### src/rtl/mem_arbiter_pkg.sv
// beta_mem_pkg: shared FSM state, owner encoding and default latency for mem_arbiter
package beta_mem_pkg;
  typedef enum logic [1:0] {IDLE, ISSUE, WAIT, RESP} state_t;
  typedef enum logic {OWN_IF, OWN_D} owner_t;
  localparam int DEF_MEM_LAT = 2;
endpackage

### src/rtl/mem_arbiter_prio.sv
// mem_arb_prio: fetch/data grant selection with optional starvation guard (MEM_ARB_STARVE_GUARD_EN)
// Ports: clk, rst; i_if_req, i_d_req requests; i_grant strobe when a grant is taken; o_owner chosen requester.
module mem_arb_prio
  import beta_mem_pkg::*;
#(
  parameter int STARVE_LIMIT = 4
) (
  input  logic   clk,
  input  logic   rst,
  input  logic   i_if_req,
  input  logic   i_d_req,
  input  logic   i_grant,
  output owner_t o_owner
);
`ifdef MEM_ARB_STARVE_GUARD_EN
  localparam int SW = $clog2(STARVE_LIMIT + 1);
  logic [SW-1:0] r_starve;
  logic          w_force_if;
  // Counts data grants taken over a waiting fetch; at the limit the fetch wins once.
  assign w_force_if = i_if_req && (r_starve == SW'(STARVE_LIMIT));
  assign o_owner = (i_d_req && !w_force_if) ? OWN_D : OWN_IF;
  always_ff @(posedge clk) begin
    if (rst) r_starve <= '0;
    else if (i_grant) r_starve <= (o_owner == OWN_IF) ? '0 : i_if_req ? r_starve + 1'b1 : r_starve;
  end
`else
  logic w_unused;
  assign w_unused = ^{clk, rst, i_grant, i_if_req};
  assign o_owner = i_d_req ? OWN_D : OWN_IF;
`endif
endmodule

### src/rtl/mem_arbiter.sv
// mem_arbiter: shares one single-ported memory between fetch and data requesters (optional MEM_ARB_STARVE_GUARD_EN)
// Ports: clk, rst; if_req/if_addr -> if_rdata/if_ack fetch side; d_req/d_we/d_addr/d_wdata -> d_rdata/d_ack data side;
// mem_addr/mem_wdata/mem_we/mem_oe -> memory, mem_rdata <- memory; stall_fetch = if_req & ~if_ack.
module mem_arbiter
  import beta_mem_pkg::*;
#(
  parameter int MEM_LAT      = DEF_MEM_LAT,
  parameter int STARVE_LIMIT = 4
) (
  input  logic        clk,
  input  logic        rst,
  input  logic        if_req,
  input  logic [31:0] if_addr,
  output logic [31:0] if_rdata,
  output logic        if_ack,
  input  logic        d_req,
  input  logic        d_we,
  input  logic [31:0] d_addr,
  input  logic [31:0] d_wdata,
  output logic [31:0] d_rdata,
  output logic        d_ack,
  output logic [31:0] mem_addr,
  output logic [31:0] mem_wdata,
  output logic        mem_we,
  output logic        mem_oe,
  input  logic [31:0] mem_rdata,
  output logic        stall_fetch
);
  localparam int CW = $clog2(MEM_LAT + 1);
  state_t        r_state;
  owner_t        r_owner;
  logic          r_we;
  logic [CW-1:0] r_lat_cnt;
  logic [31:0]   r_mem_addr, r_mem_wdata, r_if_rdata, r_d_rdata;
  logic          r_mem_oe, r_mem_we, r_if_ack, r_d_ack;
  logic          w_grant_ev, w_store;
  owner_t        w_owner;
  assign w_grant_ev = (r_state == IDLE) && (if_req || d_req);
  assign w_store = (w_owner == OWN_D) && d_we;
  mem_arb_prio #(.STARVE_LIMIT(STARVE_LIMIT)) u_prio (
    .clk      (clk),
    .rst      (rst),
    .i_if_req (if_req),
    .i_d_req  (d_req),
    .i_grant  (w_grant_ev),
    .o_owner  (w_owner)
  );
  always_ff @(posedge clk) begin
    if (rst) begin
      r_state     <= IDLE;
      r_owner     <= OWN_IF;
      r_we        <= 1'b0;
      r_lat_cnt   <= '0;
      r_mem_addr  <= '0;
      r_mem_wdata <= '0;
      r_if_rdata  <= '0;
      r_d_rdata   <= '0;
      r_mem_oe    <= 1'b0;
      r_mem_we    <= 1'b0;
      r_if_ack    <= 1'b0;
      r_d_ack     <= 1'b0;
    end else begin
      r_mem_oe <= 1'b0;
      r_mem_we <= 1'b0;
      r_if_ack <= 1'b0;
      r_d_ack  <= 1'b0;
      case (r_state)
        IDLE: if (w_grant_ev) begin
          r_owner    <= w_owner;
          r_we       <= w_store;
          r_mem_addr <= (w_owner == OWN_D) ? d_addr : if_addr;
          if (w_store) r_mem_wdata <= d_wdata;
          r_mem_we   <= w_store;
          r_mem_oe   <= !w_store;
          r_state    <= ISSUE;
        end
        ISSUE: if (r_we) begin
          r_d_ack <= 1'b1;
          r_state <= RESP;
        end else begin
          // Count 0 in WAIT marks the cycle mem_rdata is valid (MEM_LAT cycles after the command).
          r_lat_cnt <= CW'(MEM_LAT - 1);
          r_state   <= WAIT;
        end
        WAIT: if (r_lat_cnt == '0) begin
          if (r_owner == OWN_D) begin
            r_d_rdata <= mem_rdata;
            r_d_ack   <= 1'b1;
          end else begin
            r_if_rdata <= mem_rdata;
            r_if_ack   <= 1'b1;
          end
          r_state <= RESP;
        end else r_lat_cnt <= r_lat_cnt - 1'b1;
        default: r_state <= IDLE;
      endcase
    end
  end
  assign mem_addr    = r_mem_addr;
  assign mem_wdata   = r_mem_wdata;
  assign mem_oe      = r_mem_oe;
  assign mem_we      = r_mem_we;
  assign if_rdata    = r_if_rdata;
  assign d_rdata     = r_d_rdata;
  assign if_ack      = r_if_ack;
  assign d_ack       = r_d_ack;
  assign stall_fetch = if_req & ~r_if_ack;
endmodule

### config.mk
export PLATFORM = sky130hd
export DESIGN_NAME = mem_arbiter
export DESIGN_NICKNAME = d
export VERILOG_FILES = /design/src/rtl/mem_arbiter_pkg.sv /design/src/rtl/mem_arbiter_prio.sv /design/src/rtl/mem_arbiter.sv
export SDC_FILE = /design/constraint.sdc
export NUM_CORES = 1
export LEC_CHECK = 0
export ABC_AREA = 0
export BUFFER_PORTS_ARGS = -buffer_cell sky130_fd_sc_hd__buf_2
export CAP_MARGIN = 15
export CORE_UTILIZATION = 44
export DETAILED_ROUTE_END_ITERATION = 10
export GPL_ROUTABILITY_DRIVEN = 0
export PLACE_DENSITY = 0.77
export SETUP_SLACK_MARGIN = 0.02
export SLEW_MARGIN = 0
export SYNTH_ARGS = -nofsm -noshare
export SYNTH_HDL_FRONTEND = slang
export SYNTH_SLANG_ARGS = --single-unit
### constraint.sdc
create_clock -name clk -period 3.1 [get_ports clk]
set_input_delay 0.155 -clock clk [delete_from_list [all_inputs] [get_ports clk]]
set_output_delay 0.155 -clock clk [all_outputs]
set_load 0.005 [all_outputs]
Word-level counts from Yosys, hierarchy flattened

Cells that the tools add are included.
Widths: inputs -> output; s select.

Memory bits (writable): 0
Memories: 0
Output and inout port bits: 133
Flip-flop bits (word level): 138
Memory bits (read-only): 0
Input bits: 133
Latch bits: 0
Logic and storage cells: 55

Reductions and logical operators: 15
Add/subtract/negate cells: 1
Shift-type cells: 0
Multiply operators: 0
Muxes and demuxes: 14
Equal/unequal tests: 6
Bitwise logic cells: 7
Divide/modulo/power cells: 0
Magnitude comparators: 0

Operator list:

| operator            | number |
|---|---|
| $mux 32             | 1 |
| $reduce_and 3->1    | 4 |
| $mux 2              | 4 |
| $mux 1              | 6 |
| $ne 2x2->1 const B  | 3 |
| $not 1->1           | 6 |
| $pmux 2 s3          | 1 |
| $reduce_or 3->1     | 2 |
| $logic_not 2->1     | 2 |
| $pmux 2 s2          | 1 |
| $reduce_and 2->1    | 2 |
| $eq 2x1->1 const B  | 1 |
| $eq 2x2->1 const B  | 1 |
| $logic_and 1x1->1   | 2 |
| $ne 2x1->1 const B  | 1 |
| $pmux 1 s2          | 1 |
| $reduce_bool 2->1   | 1 |
| $sub 2x1->2 const B | 1 |
| $and 1x1->1         | 1 |
| $logic_not 1->1     | 1 |
| $logic_or 1x1->1    | 1 |

Depth between registers and ports, before layout

Depth in word-level cells: 4
Depth in mapped cells: 7

Modules after synthesis

A second synthesis with hierarchy kept.

Cell total of the unflattened synthesis: 616
Area, all modules: 5298.8 sq um

By module, submodules not included:

| module       | cells an instance | instances | area each (sq um) | sequential area each (sq um) |
|---|---|---|---|---|
| mem_arbiter  | 615               | 1         | 5291.3            | 2762.6 |
| mem_arb_prio | 1                 | 1         | 7.5               | 0.0 |

Worst setup path before layout

Ideal clock, no wire load.

Path type: register to register
Start: register r_state[0]
End: register r_we
Path slack: 1.716 ns
Buffers on the path: 2
Stages on the path, launching flop included: 8
Data arrival time: 1.257 ns
Clock period less this slack: 1.384 ns
Data required time: 2.972 ns
Library setup time: 0.128 ns
Cells stage by stage: dfxtp_1 > inv_1 > ha_1 > and3_1 > buf_4 > buf_6 > a21oi_1 > nor2_1

Longest elaborated chain between the ends: 3

Ends and longest elaborated chain:

| what                                | line                                 | source |
|---|---|---|
| from (decl)                         | mem_arbiter.sv:30                    | `state_t r_state;` |
| from (signal assigned)              | mem_arbiter.sv:50                    | `r_state <= IDLE;` |
| from (signal assigned)              | mem_arbiter.sv:75                    | `r_state <= ISSUE;` |
| from (signal assigned)              | mem_arbiter.sv:79                    | `r_state <= RESP;` |
| $logic_not 2->1 *                   | mem_arbiter.sv:38, mem_arbiter.sv:67 |  |
| $logic_and 1x1->1                   | mem_arbiter.sv:38                    | `assign w_grant_ev = (r_state == IDLE) && (if_req \|\| d_req);` |
| $reduce_and 2->1 (no source line) * | --                                   |  |
| to (signal assigned)                | mem_arbiter.sv:70                    | `r_we <= w_store;` |
| to (decl)                           | mem_arbiter.sv:32                    | `logic r_we;` |

Every way passes the cells marked *; elsewhere a longest branch is shown, timed or not.
A chain may end at the register's enable or synchronous reset.

Worst setup path in the final report

Start: register r_state[0]
End: register r_mem_addr[22] (netlist: mem_addr[22])

Longest elaborated chain between the ends: 3

Ends and longest elaborated chain:

| what                                | line                                 | source |
|---|---|---|
| $logic_not 2->1 *                   | mem_arbiter.sv:38, mem_arbiter.sv:67 |  |
| $logic_and 1x1->1                   | mem_arbiter.sv:38                    |  |
| $reduce_and 2->1 (no source line) * | --                                   |  |
| to (signal assigned)                | mem_arbiter.sv:71                    | `r_mem_addr <= (w_owner == OWN_D) ? d_addr : if_addr;` |
| to (decl)                           | mem_arbiter.sv:34                    | `logic [31:0] r_mem_addr, r_mem_wdata, r_if_rdata, r_d_rdata;` |

Marks and branches as above.

==> results.md <==
* CP bufs+invs at 2
* Pins over their slew limit at 0
* Top post-synthesis cells by area: dfxtp_1 (51%), nand2_1 (14%), a21oi_1 (9.1%)
* Min Tclk post-route at 1.99 ns
* Clock buffer depth at 2
* Slowest stage cell on the critical path: o21a_2
* Clock-pin slew on the worst setup and hold paths at 0.06 ns
* Worst path cell trace: inv_1, ha_1, o21a_2, buf_12, nor2_1, a211oi_2
* Max-cap viol count at 0
* Peak fanout along the critical path at 36
* Status: finished clean
* CP max stage delay at 0.62 ns
* Peak supply drop at 0.358 mV
* Detailed-route via count at 5388
* Fin util at 66.1%
* CTS sink cnt at 138
* Final setup viols at 0
* Final Cycle Share at 64.3%
* # fillers at 986
* RSZ-0062 raised after global routing: no
* Startpoint types: flop
* Initial Util at 45.0%
* Initial drt markers at 298
* Slew margin rel. at 55.4%
* Final hold viol count at 0
* YS warnings at 0
* Clock latency on the worst-skew pair at 0.42 ns
* Required time worst endpoint at 3.43 ns
* M3 GR Usage at 7.29%
* WS Path Type: reg2reg
* Distinct cells, synth at 28
* Routed wire length at 15200 um
* Die Span Y at 113 um
* Area occupied by multi-input gates at 2300 sq um
* CTS H-tree lvls at 4
* Critical Path AT at 2.33 ns
* Layout cells sized above 1 at 35.9%
* Root Driver: clkbuf_16
* CP Capture Type: flop
* GR Overflow Total at 0
* Seq/Total Area, Yosys at 51.3%
* Wire per inst at 14.0 um
* CTS tree: yes
* Post-route ant nets at 0
* Top-area cell type share of the netlist area at 51.3%
* Post-synthesis register bit count at 138
* P_leak at 3.62 nW
* Tot GR Track Use at 24.2%
* Slew @ Worst Pin at 0.670 ns
* Routing usage on met1 at 27.1%
* Core area at 12000 sq um
* Post_cts resized at 0
* Synth area leader: dfxtp_1
* Die width at 113 um
* Post-DP HPWL at 9540 um
* Min-Delay Path Class: in2reg
* Largest net degree at the start of global routing at 63
* Antenna violations before repair at 0
* Number of global-route vias before repair at 5209
* Top Family by Delay on Critical Path: compound AO/OA/AOI/OAI gates
* Vias per cell at 4.97
* Post-Syn Nets at 753
* Post-CTS Setup Bufs at 0
* Final nets at 1063
* IO buf count at 265
* Row cnt at 40
* Syn Inst Count at 615
* GRT met2 Usage at 41.9%
* Clock Skews at 0.0162 ns
* Avg Cell Area, Syn at 8.75 sq um
* Ant. Diodes at 0
* Area Growth Syn to Fin at 46.9%
* Die area at 12700 sq um
* PwrDens at 709 nW/um^2
* # IOs at 266
* Hold_buf cts at 63
* GRT Max-Usage Layer: met2
* Register area at 2760 sq um
* Fmax at 0.501 GHz
* DRT Pass-1 Iters at 4
* Cell Area, Synth at 5380 sq um
* CTS Buf Count at 17
* DR DRC count at 0
* First-pass GRT wire length at 24300 um
* Fin Setup TNS at 0 ns
[cells in the mapped netlist]
| library cell | n |
|---|---|
| a2111oi_0 | 1 |
| a211oi_1 | 6 |
| a211oi_2 | 28 |
| a21oi_1 | 98 |
| a22oi_1 | 1 |
| a31oi_1 | 1 |
| a32o_1 | 1 |
| and3_1 | 3 |
| and3b_1 | 1 |
| buf_2 | 11 |
| buf_4 | 13 |
| buf_6 | 8 |
| clkbuf_1 | 15 |
| dfxtp_1 | 138 |
| ha_1 | 5 |
| inv_1 | 5 |
| mux2i_1 | 32 |
| nand2_1 | 195 |
| nand2b_1 | 1 |
| nand3_1 | 3 |
| nand3b_1 | 1 |
| nor2_1 | 39 |
| nor2b_1 | 2 |
| nor3b_2 | 1 |
| o21a_1 | 3 |
| o21ai_0 | 1 |
| o31ai_1 | 1 |
| or3_1 | 1 |
[layout by cell type, fill, tap and decap left out, types with 2 or more instances in the layout]
cell | synthesis | layout
a211oi_1 | 6 | 6
a211oi_2 | 28 | 28
a21oi_1 | 98 | 98
and3_1 | 3 | 3
buf_12 | 0 | 2
buf_2 | 11 | 264
buf_4 | 13 | 9
bufinv_16 | 0 | 2
clkbuf_16 | 0 | 17
clkinv_2 | 0 | 4
clkinvlp_4 | 0 | 6
dfxtp_1 | 138 | 138
dlygate4sd3_1 | 0 | 63
ha_1 | 5 | 5
inv_1 | 5 | 5
inv_6 | 0 | 2
mux2i_1 | 32 | 32
nand2_1 | 195 | 195
nand3_1 | 3 | 3
nor2_1 | 39 | 39
nor2b_1 | 2 | 2
o21a_1 | 3 | 2
[power breakdown]
part	switching, mW	total, mW	internal (mW)	leakage (nW)
combinational	0.820	1.46	0.641	2.23
clock	0.774	1.95	1.18	0.267
sequential	0.134	2.19	2.06	1.13
[worst register-to-register path, delay by kind of cell, from the launching register on]
kind                       cells  cell delay, ns
AOI/OAI and AO/OA              2            0.82
buffers and inverters          2            0.39
DFF                            1            0.34
and+or+nand+nor                1            0.09
adders and majority gates      1            0.28
[final timing paths]
| kind | from | end | slack [ns] | depth (start not counted) |
|---|---|---|---|---|
| worst max-delay path | r_state[0]$_SDFFE_PP0P_ | mem_addr[22]$_SDFFE_PP0P_ | 1.11 | 6 |
| worst min-delay path | d_wdata[9] | mem_wdata[9]$_SDFFE_PP0P_ | 0.02 | 3 |
| worst max register to register | r_state[0]$_SDFFE_PP0P_ | mem_addr[22]$_SDFFE_PP0P_ | 1.11 | 6 |
| worst min register to register | if_rdata[12]$_SDFFE_PP0P_ | if_rdata[12]$_SDFFE_PP0P_ | 0.45 | 2 |
[cells by family after synthesis]
family | after synthesis | synth area share (%)
buffers and inverters | 52 | 5.90
adder cells (fa/ha/maj) | 5 | 1.16
multiplexers | 32 | 5.95
AO/OA/AOI/OAI | 141 | 17.7
AND/OR/NAND/NOR | 247 | 17.9
flip-flops | 138 | 51.3
[layout make-up]
class | instances | share of cell area [%]
Sequential cell | 138 | 34.9
Clock inverter | 15 | 1.92
Timing Repair Buffer | 338 | 26.1
Multi-Input combinational cell | 425 | 29.1
Tap cell | 147 | 2.33
Inverter | 5 | 0.237
Clock buffer | 17 | 5.38
[per-stage QoR]
step                power, mW  hold slack [ns]  instances  setup slack, ns  cell area, sq um
floorplan                3.17            0.257        615             1.72              5380
global placement         3.58            0.376        990             1.21              6700
detailed placement       3.62            0.391        990             1.11              6700
CTS                      5.64          0.00133       1085             1.09              7910
global route             5.89           0.0136       1085            0.933              7910
finish                   5.60           0.0227       1085             1.11              7910
[state kept, by name (all words and copies together) (netlist names), 2 cells and up]
name and flops:
r_lat_cnt 2, mem_addr 32, d_rdata 32, mem_wdata 32, r_state 2, if_rdata 32
[routing by layer]
layer,part of all wire (%),up-vias
li1,-,2666
met1,41,2456
met2,50,233
met3,7.2,33
met4,2.6,0
met5,0,-
Power figures use the tool's default switching activity.
